**src/rtl/packet_assembler.sv**
```systemverilog
// packet_assembler: collects WORD_WIDTH-bit words into PACKET_WORDS-word packets with padding, flush and idle timeout
//   clk, reset      : clock, synchronous active-high reset
//   in_data/valid   : input word stream; in_ready high when a word can be taken
//   flush           : close the current partial packet now
//   pkt_data/len    : registered packet (word 0 in the low bits) and its real word count
//   pkt_valid/ready : output slot handshake
module packet_assembler #(
    parameter int                    WORD_WIDTH     = 8,
    parameter int                    PACKET_WORDS   = 4,
    parameter logic [WORD_WIDTH-1:0] PAD_WORD       = '0,
    parameter int                    TIMEOUT_CYCLES = 0,
    localparam int                   LW             = $clog2(PACKET_WORDS + 1)
) (
    input  logic                               clk,
    input  logic                               reset,
    input  logic [WORD_WIDTH-1:0]              in_data,
    input  logic                               in_valid,
    output logic                               in_ready,
    input  logic                               flush,
    output logic [PACKET_WORDS*WORD_WIDTH-1:0] pkt_data,
    output logic [LW-1:0]                      pkt_len,
    output logic                               pkt_valid,
    input  logic                               pkt_ready
);
    localparam int TW = $clog2(TIMEOUT_CYCLES + 2);

    typedef enum logic {FILL, HOLD} state_t;

    state_t                            state_q, state_d;
    logic [LW-1:0]                     cnt_q, cnt_d, cnt_new;
    logic [WORD_WIDTH-1:0]             buf_q [PACKET_WORDS];
    logic [WORD_WIDTH-1:0]             buf_d [PACKET_WORDS];
    logic [TW-1:0]                     tmo_q, tmo_d;
    logic [PACKET_WORDS*WORD_WIDTH-1:0] pkt_data_q, pkt_data_d, ld_data;
    logic [LW-1:0]                     pkt_len_q, pkt_len_d;
    logic                              pkt_valid_q, pkt_valid_d;
    logic                              acc, slot_free, tmo_hit, close, load;

    assign in_ready  = !reset && state_q == FILL;
    assign acc       = in_valid && in_ready;
    assign slot_free = !pkt_valid_q || pkt_ready;
    // count including a word accepted this cycle; in HOLD nothing is accepted so it equals cnt_q
    assign cnt_new   = cnt_q + LW'(acc);
    // tmo_q counts completed idle cycles, so the close fires on the TIMEOUT_CYCLES-th idle cycle
    assign tmo_hit   = TIMEOUT_CYCLES != 0 && state_q == FILL && cnt_q != 0 && !acc
                       && int'(tmo_q) + 1 == TIMEOUT_CYCLES;
    assign close     = state_q == FILL && cnt_new != 0
                       && (cnt_new == LW'(PACKET_WORDS) || flush || tmo_hit);
    assign load      = slot_free && (state_q == HOLD || close);

    always_comb begin
        buf_d   = buf_q;
        ld_data = '0;
        for (int k = 0; k < PACKET_WORDS; k++) begin
            if (acc && cnt_q == LW'(k)) buf_d[k] = in_data;
        end
        for (int k = 0; k < PACKET_WORDS; k++) begin
            ld_data[k*WORD_WIDTH +: WORD_WIDTH] = LW'(k) < cnt_new ? buf_d[k] : PAD_WORD;
        end
        pkt_data_d  = load ? ld_data : pkt_data_q;
        pkt_len_d   = load ? cnt_new : pkt_len_q;
        pkt_valid_d = load || (pkt_valid_q && !pkt_ready);
        cnt_d       = load ? '0 : cnt_new;
        state_d     = load ? FILL : close ? HOLD : state_q;
        tmo_d       = (TIMEOUT_CYCLES == 0 || state_q == HOLD || load || close || acc || cnt_new == 0)
                      ? '0 : tmo_q + TW'(1);
    end

    always_ff @(posedge clk) begin
        if (reset) begin
            state_q     <= FILL;
            cnt_q       <= '0;
            buf_q       <= '{default: '0};
            tmo_q       <= '0;
            pkt_data_q  <= '0;
            pkt_len_q   <= '0;
            pkt_valid_q <= 1'b0;
        end else begin
            state_q     <= state_d;
            cnt_q       <= cnt_d;
            buf_q       <= buf_d;
            tmo_q       <= tmo_d;
            pkt_data_q  <= pkt_data_d;
            pkt_len_q   <= pkt_len_d;
            pkt_valid_q <= pkt_valid_d;
        end
    end

    assign pkt_data  = pkt_data_q;
    assign pkt_len   = pkt_len_q;
    assign pkt_valid = pkt_valid_q;
endmodule

```
**config.mk**
```make
export PLATFORM = sky130hd
export DESIGN_NAME = packet_assembler
export DESIGN_NICKNAME = d
export VERILOG_FILES = /design/src/rtl/packet_assembler.sv
export SDC_FILE = /design/constraint.sdc
export NUM_CORES = 1
export LEC_CHECK = 0
export BUFFER_PORTS_ARGS = -buffer_cell sky130_fd_sc_hd__buf_2
export CAP_MARGIN = 20
export CORE_ASPECT_RATIO = 0.75
export CORE_MARGIN = 2
export CORE_UTILIZATION = 45
export DETAILED_ROUTE_END_ITERATION = 8
export PLACE_DENSITY = 0.7
export SYNTH_ARGS = -nofsm -noshare
export SYNTH_HDL_FRONTEND = slang
export SYNTH_SLANG_ARGS = --single-unit
export TNS_END_PERCENT = 5
```
**constraint.sdc**
```tcl
create_clock -name clk -period 2 [get_ports clk]
set_input_delay 0.1 -clock clk [delete_from_list [all_inputs] [get_ports clk]]
set_output_delay 0.1 -clock clk [all_outputs]
set_load 0.05 [all_outputs]
```
# After elaboration in Yosys (flattened, before gate mapping)

Cells that the tools add are included.

Logic and storage cells: 47
Output and inout port bits: 37
Register bits: 72
Input bits: 13

Add/subtract/negate cells: 1
Equality and inequality tests: 4
Multiplexer cells: 8
$lt $le $gt $ge: 4
Bitwise logic cells: 1
Reduce and logical (&&, ||, !) cells: 20

Operator list:

| kind                 | number |
|---|---|
| $mux W8              | 8 |
| $logic_and A1 B1 Y1  | 10 |
| $eq A3 B2 Y1 const B | 2 |
| $lt A1 B3 Y1 const A | 2 |
| $lt A2 B3 Y1 const A | 2 |
| $logic_or A1 B1 Y1   | 4 |
| $add A3 B1 Y3        | 1 |
| $eq A3 B1 Y1 const B | 1 |
| $eq A3 B3 Y1 const B | 1 |
| $logic_not A1 Y1     | 3 |
| $logic_not A3 Y1     | 1 |
| $reduce_bool A3 Y1   | 1 |
| $reduce_or A2 Y1     | 1 |
| $not A1 Y1           | 1 |

# Logic depth before layout (Yosys ltp)

Word-level depth: 10
Depth in mapped cells: 11
Gate-level depth less buffers: 8

# Worst setup path before layout

No wires, ideal clock.

Kind: register -> register
Start point: reg state_q
End point: reg pkt_data_q[11], in the netlist pkt_data[11]
Slack: -746 ps
Clock period less this slack: 2,746 ps
Buffers on the path: 2
Arrival time: 2,629 ps
Stages on the path, launching flop included: 11
Setup time: 117 ps
Required time: 1,883 ps
Path through: dfxtp_1 > nor2_1 > and2_1 > ha_1 > ha_1 > o21bai_1 > o21ai_1 > o21ba_1 > buf_4 > buf_6 > o2bb2ai_2

Cells in the longest elaborated chain, start to end: 9
Elaborated cells between the ends (all ways): 15
Classes of those cells: add/sub: 1; order compare: 1; eq/ne: 1; mux: 2; bitwise: 1; reduce/logical: 9

RTL lines:

| item                                                                 | RTL line | RTL |
|---|---|---|
| from (decl)                                                          | 29       | `state_t state_q, state_d;` |
| from (signal assigned)                                               | 79       | `state_q <= state_d;` |
| $not A1 Y1 *                                                         | 39       | `assign in_ready = !reset && state_q == FILL;` |
| $logic_and A1 B1 Y1 *                                                | 39       |  |
| named net in_ready                                                   | 18       | `output logic in_ready,` |
| $logic_and A1 B1 Y1 *                                                | 40       | `assign acc = in_valid && in_ready;` |
| $add A3 B1 Y3 *                                                      | 43       | `assign cnt_new = cnt_q + LW'(acc);` |
| named net cnt_new[1]                                                 | 30       | `logic [LW-1:0] cnt_q, cnt_d, cnt_new;` |
| parallel branches: the longest is 5 deep, another holds $lt A1 B3 Y1 | n/a      |  |
| to (signal assigned)                                                 | 83       | `pkt_data_q <= pkt_data_d;` |
| to (decl)                                                            | 34       | `logic [PACKET_WORDS*WORD_WIDTH-1:0] pkt_data_q, pkt_data_d, ld_data;` |

Mark *: on every way through the listed nets, which the timed path passes.
A chain may end at the register's enable or synchronous reset.

# Worst setup path in the final report

Start point: reg state_q
End point: reg pkt_data_q[15], in the netlist pkt_data[15]

Cells in the longest elaborated chain, start to end: 9
Elaborated cells between the ends (all ways): 15
Classes of those cells: add/sub: 1; order compare: 1; eq/ne: 1; mux: 2; bitwise: 1; reduce/logical: 9

RTL lines:

| item                                                                 | RTL line |
|---|---|
| $not A1 Y1 *                                                         | 39 |
| $logic_and A1 B1 Y1 *                                                | 39 |
| $logic_and A1 B1 Y1 *                                                | 40 |
| $add A3 B1 Y3 *                                                      | 43 |
| named net cnt_new[1]                                                 | 30 |
| parallel branches: the longest is 5 deep, another holds $lt A1 B3 Y1 | n/a |

Marks and branches as above.

==> impl_metrics.tcl <==
set metrics [dict create \
    clk_pin_slew_ps 80 \
    route.detailed.drc 0 \
    die_area_mm2 0.00647 \
    finalSetupTns_ps 0 \
    ys_types 26 \
    powerDensity_mw_per_mm2 1060 \
    die_width_um 92.2 \
    gp_congestion 0.841 \
    end_kind "flip-flop" \
    post_cts_buffers 0 \
    fmaxAchievable_mhz 515 \
    first_pass_iters 4 \
    overflow 0 \
    drtAntennaViolNets 0 \
    switchingPower_mw 0.997 \
    min_period_ps 1940 \
    grt_max_degree 42 \
    intPower_mw 2.51 \
    vias 1845 \
    required_ps 2270 \
    dp_cells 349 \
    rsz0062_at_grt "yes" \
    fin_worst_skew_ps 7.55 \
    antenna_found_initial 0 \
    cts_num_sinks 72 \
    clock_latency_ps 340 \
    grt_pass1_vias 1760 \
    syn_to_final_growth_pct 26.3 \
    min_path_type "in2reg" \
    synth_area_per_cell_um2 11.9 \
    hpwlAfterDp_mm 3.69 \
    clockPowerShare_pct 36.7 \
    tritoncts "done" \
    slew_violations 0 \
    rows 24 \
    ir_drop_mv 0.499 \
    syn_nets 235 \
    async_reset_ff_share_pct 0 \
    critical_path_arrival_ps 2210 \
    synth_seq_cells 72 \
    stdcell_count 365 \
    dieHeight_um 70.2 \
    synth_area_mm2 0.00263 \
    wl_mm 5.56 \
    root_buffer "clkbuf_8" \
    combinationalPowerShare_pct 19.5 \
    status "finished, final reports clean" \
    slew_headroom_pct 70.2 \
    cts_buffers 9 \
    viasPerCell 5.05 \
    critPathKind "reg2reg" \
    grt_pass1_wl_mm 9.11 \
    synthCells 220 \
    hold_violations 0 \
    cp-start-kind "flip-flop" \
    synth_edf_count 0 \
    cts_buffer_depth 2 \
    avgRoutedWirePerCell_um 15.2 \
    pwr-share-seq_pct 43.8 \
    start_util_pct 45.8 \
    place_ws_ps 10.3 \
    whs_ps 96.4 \
    final_util_pct 57.9 \
    p_leak_nw 1.49 \
    nets 297 \
    yosys_warnings 0 \
    drtIter0Drc 100 \
    ys.flop_type "dfxtp_1" \
    antenna_cells 0 \
    min_period_over_period_pct 97.0 \
    drv_cap 0 \
    portBuffers 49 \
    drive_above_1_share_pct 37.6 \
    track_usage_pct 18.8 \
    ios 50 \
    setup_violations 0 \
    crit_fanout 8 \
    fin_ws_ps 59.8 \
    hold_buffers 0 \
    p_sw_share_pct 28.4 \
    yosysSeqAreaShare_pct 54.9 \
    worstMarginPinSlew_ps 446 \
    cts.htree.levels 3 \
    core_area_mm2 0.00574 \
]
stage by stage:
step / instance area, um^2 / total power [mW]
after global routing: 3320 / 3.67
after detailed placement: 3060 / 2.23
after global placement: 3060 / 2.22
final: 3320 / 3.50
after CTS: 3300 / 3.52
after floorplan: 2680 / 2.05
final timing paths:
| check | cells after the start | from | end | slack, ps |
|---|---|---|---|---|
| worst max-delay path | 9 | state_q$_SDFFE_PP0P_ | pkt_data[15]$_SDFFE_PP0P_ | 60 |
| worst min-delay path | 3 | in_data[6] | buf_q[30]$_SDFF_PP0_ | 100 |
| worst max register to register | 9 | state_q$_SDFFE_PP0P_ | pkt_data[15]$_SDFFE_PP0P_ | 60 |
| worst min register to register | 1 | pkt_data[29]$_SDFFE_PP0P_ | pkt_data[29]$_SDFFE_PP0P_ | 460 |
worst max-delay path, stage by stage, from the launching register on:
cell and delay [ps]:
dfxtp_4 360, nor2_4 30, and2_4 130, ha_4 160
ha_4 240, o21bai_4 140, o21ai_2 100, or3_4 390
buf_6 160, o2bb2ai_2 140
repair_timing:
item	in CTS	in global routing
gates resized for setup	2	5
gates cloned	0	0
endpoints found under the setup margin	2	36
pin swaps	0	3
Yosys cell counts (2+ instances only):
| library cell | number | area, um^2 |
|---|---|---|
| dfxtp_1 | 72 | 1440 |
| nor2_1 | 35 | 131 |
| mux2i_1 | 32 | 320 |
| o2bb2ai_1 | 16 | 140 |
| o2bb2ai_2 | 16 | 240 |
| a21oi_1 | 6 | 30.0 |
| and2_1 | 4 | 25.0 |
| buf_6 | 4 | 45.0 |
| clkbuf_1 | 4 | 15.0 |
| nand2_1 | 4 | 15.0 |
| nand3b_1 | 4 | 30.0 |
| buf_4 | 3 | 22.5 |
| o21ai_0 | 3 | 15.0 |
| or3_1 | 3 | 18.8 |
| buf_2 | 2 | 10.0 |
| ha_1 | 2 | 25.0 |
cell families (layout without fill, tap and decap cells):
kind of cell / count (synthesis) / after routing / synth area share (%)
AO/OA/AOI/OAI: 45 / 45 / 17.3
XOR/XNOR: 1 / 1 / 0.620
adder cells (fa/ha/maj): 2 / 2 / 0.953
buffers and inverters: 13 / 80 / 3.53
flip-flops: 72 / 72 / 54.9
multiplexers: 32 / 32 / 12.2
AND/OR/NAND/NOR: 55 / 55 / 10.5
metal layers:
layer | wire length [um] | global-route usage, % | vias to the layer above
met5 | 0 | 0 | -
met4 | 41 | 4.48 | 0
met3 | 336 | 8.09 | 4
met2 | 2420 | 27.8 | 49
met1 | 2760 | 25.6 | 883
li1 | - | - | 909
power by group through the flow:
stage	Clock (mW)	Sequential [mW]	Combinational (mW)
2_1_floorplan	0	1.68	0.378
3_3_place_gp	0	1.56	0.661
3_5_place_dp	0	1.57	0.664
4_1_cts	1.32	1.53	0.667
5_1_grt	1.40	1.54	0.730
6_report	1.29	1.53	0.685
state kept, by name (all words and copies together) (netlist names):
name	count
buf_q	32
pkt_data	32
cnt_q	3
pkt_len	3
pkt_valid	1
state_q	1
cell type report:
type | count | area (um^2)
clock buffer | 13 | 190
clock inverter | 3 | 43.8
fill | 495 | 2420
multi-input combinational | 135 | 1150
sequential | 72 | 1450
tap | 78 | 97.6
timing repair buffer | 64 | 394
placed cells by master (no fill, tap or decap), types with 2 or more instances in the layout:
master     netlist  final
a21oi_1          6      6
and2_1           4      3
buf_12           0      2
buf_2            2     49
buf_4            3     10
buf_6            4      3
clkbuf_8         0     12
dfxtp_1         72     71
ha_4             0      2
mux2i_1         32     32
nand2_1          4      4
nand3b_1         4      4
nor2_1          35     34
o21ai_0          3      3
o2bb2ai_1       16     16
o2bb2ai_2       16     16
or3_1            3      2
(Power assumes the default switching activity.)
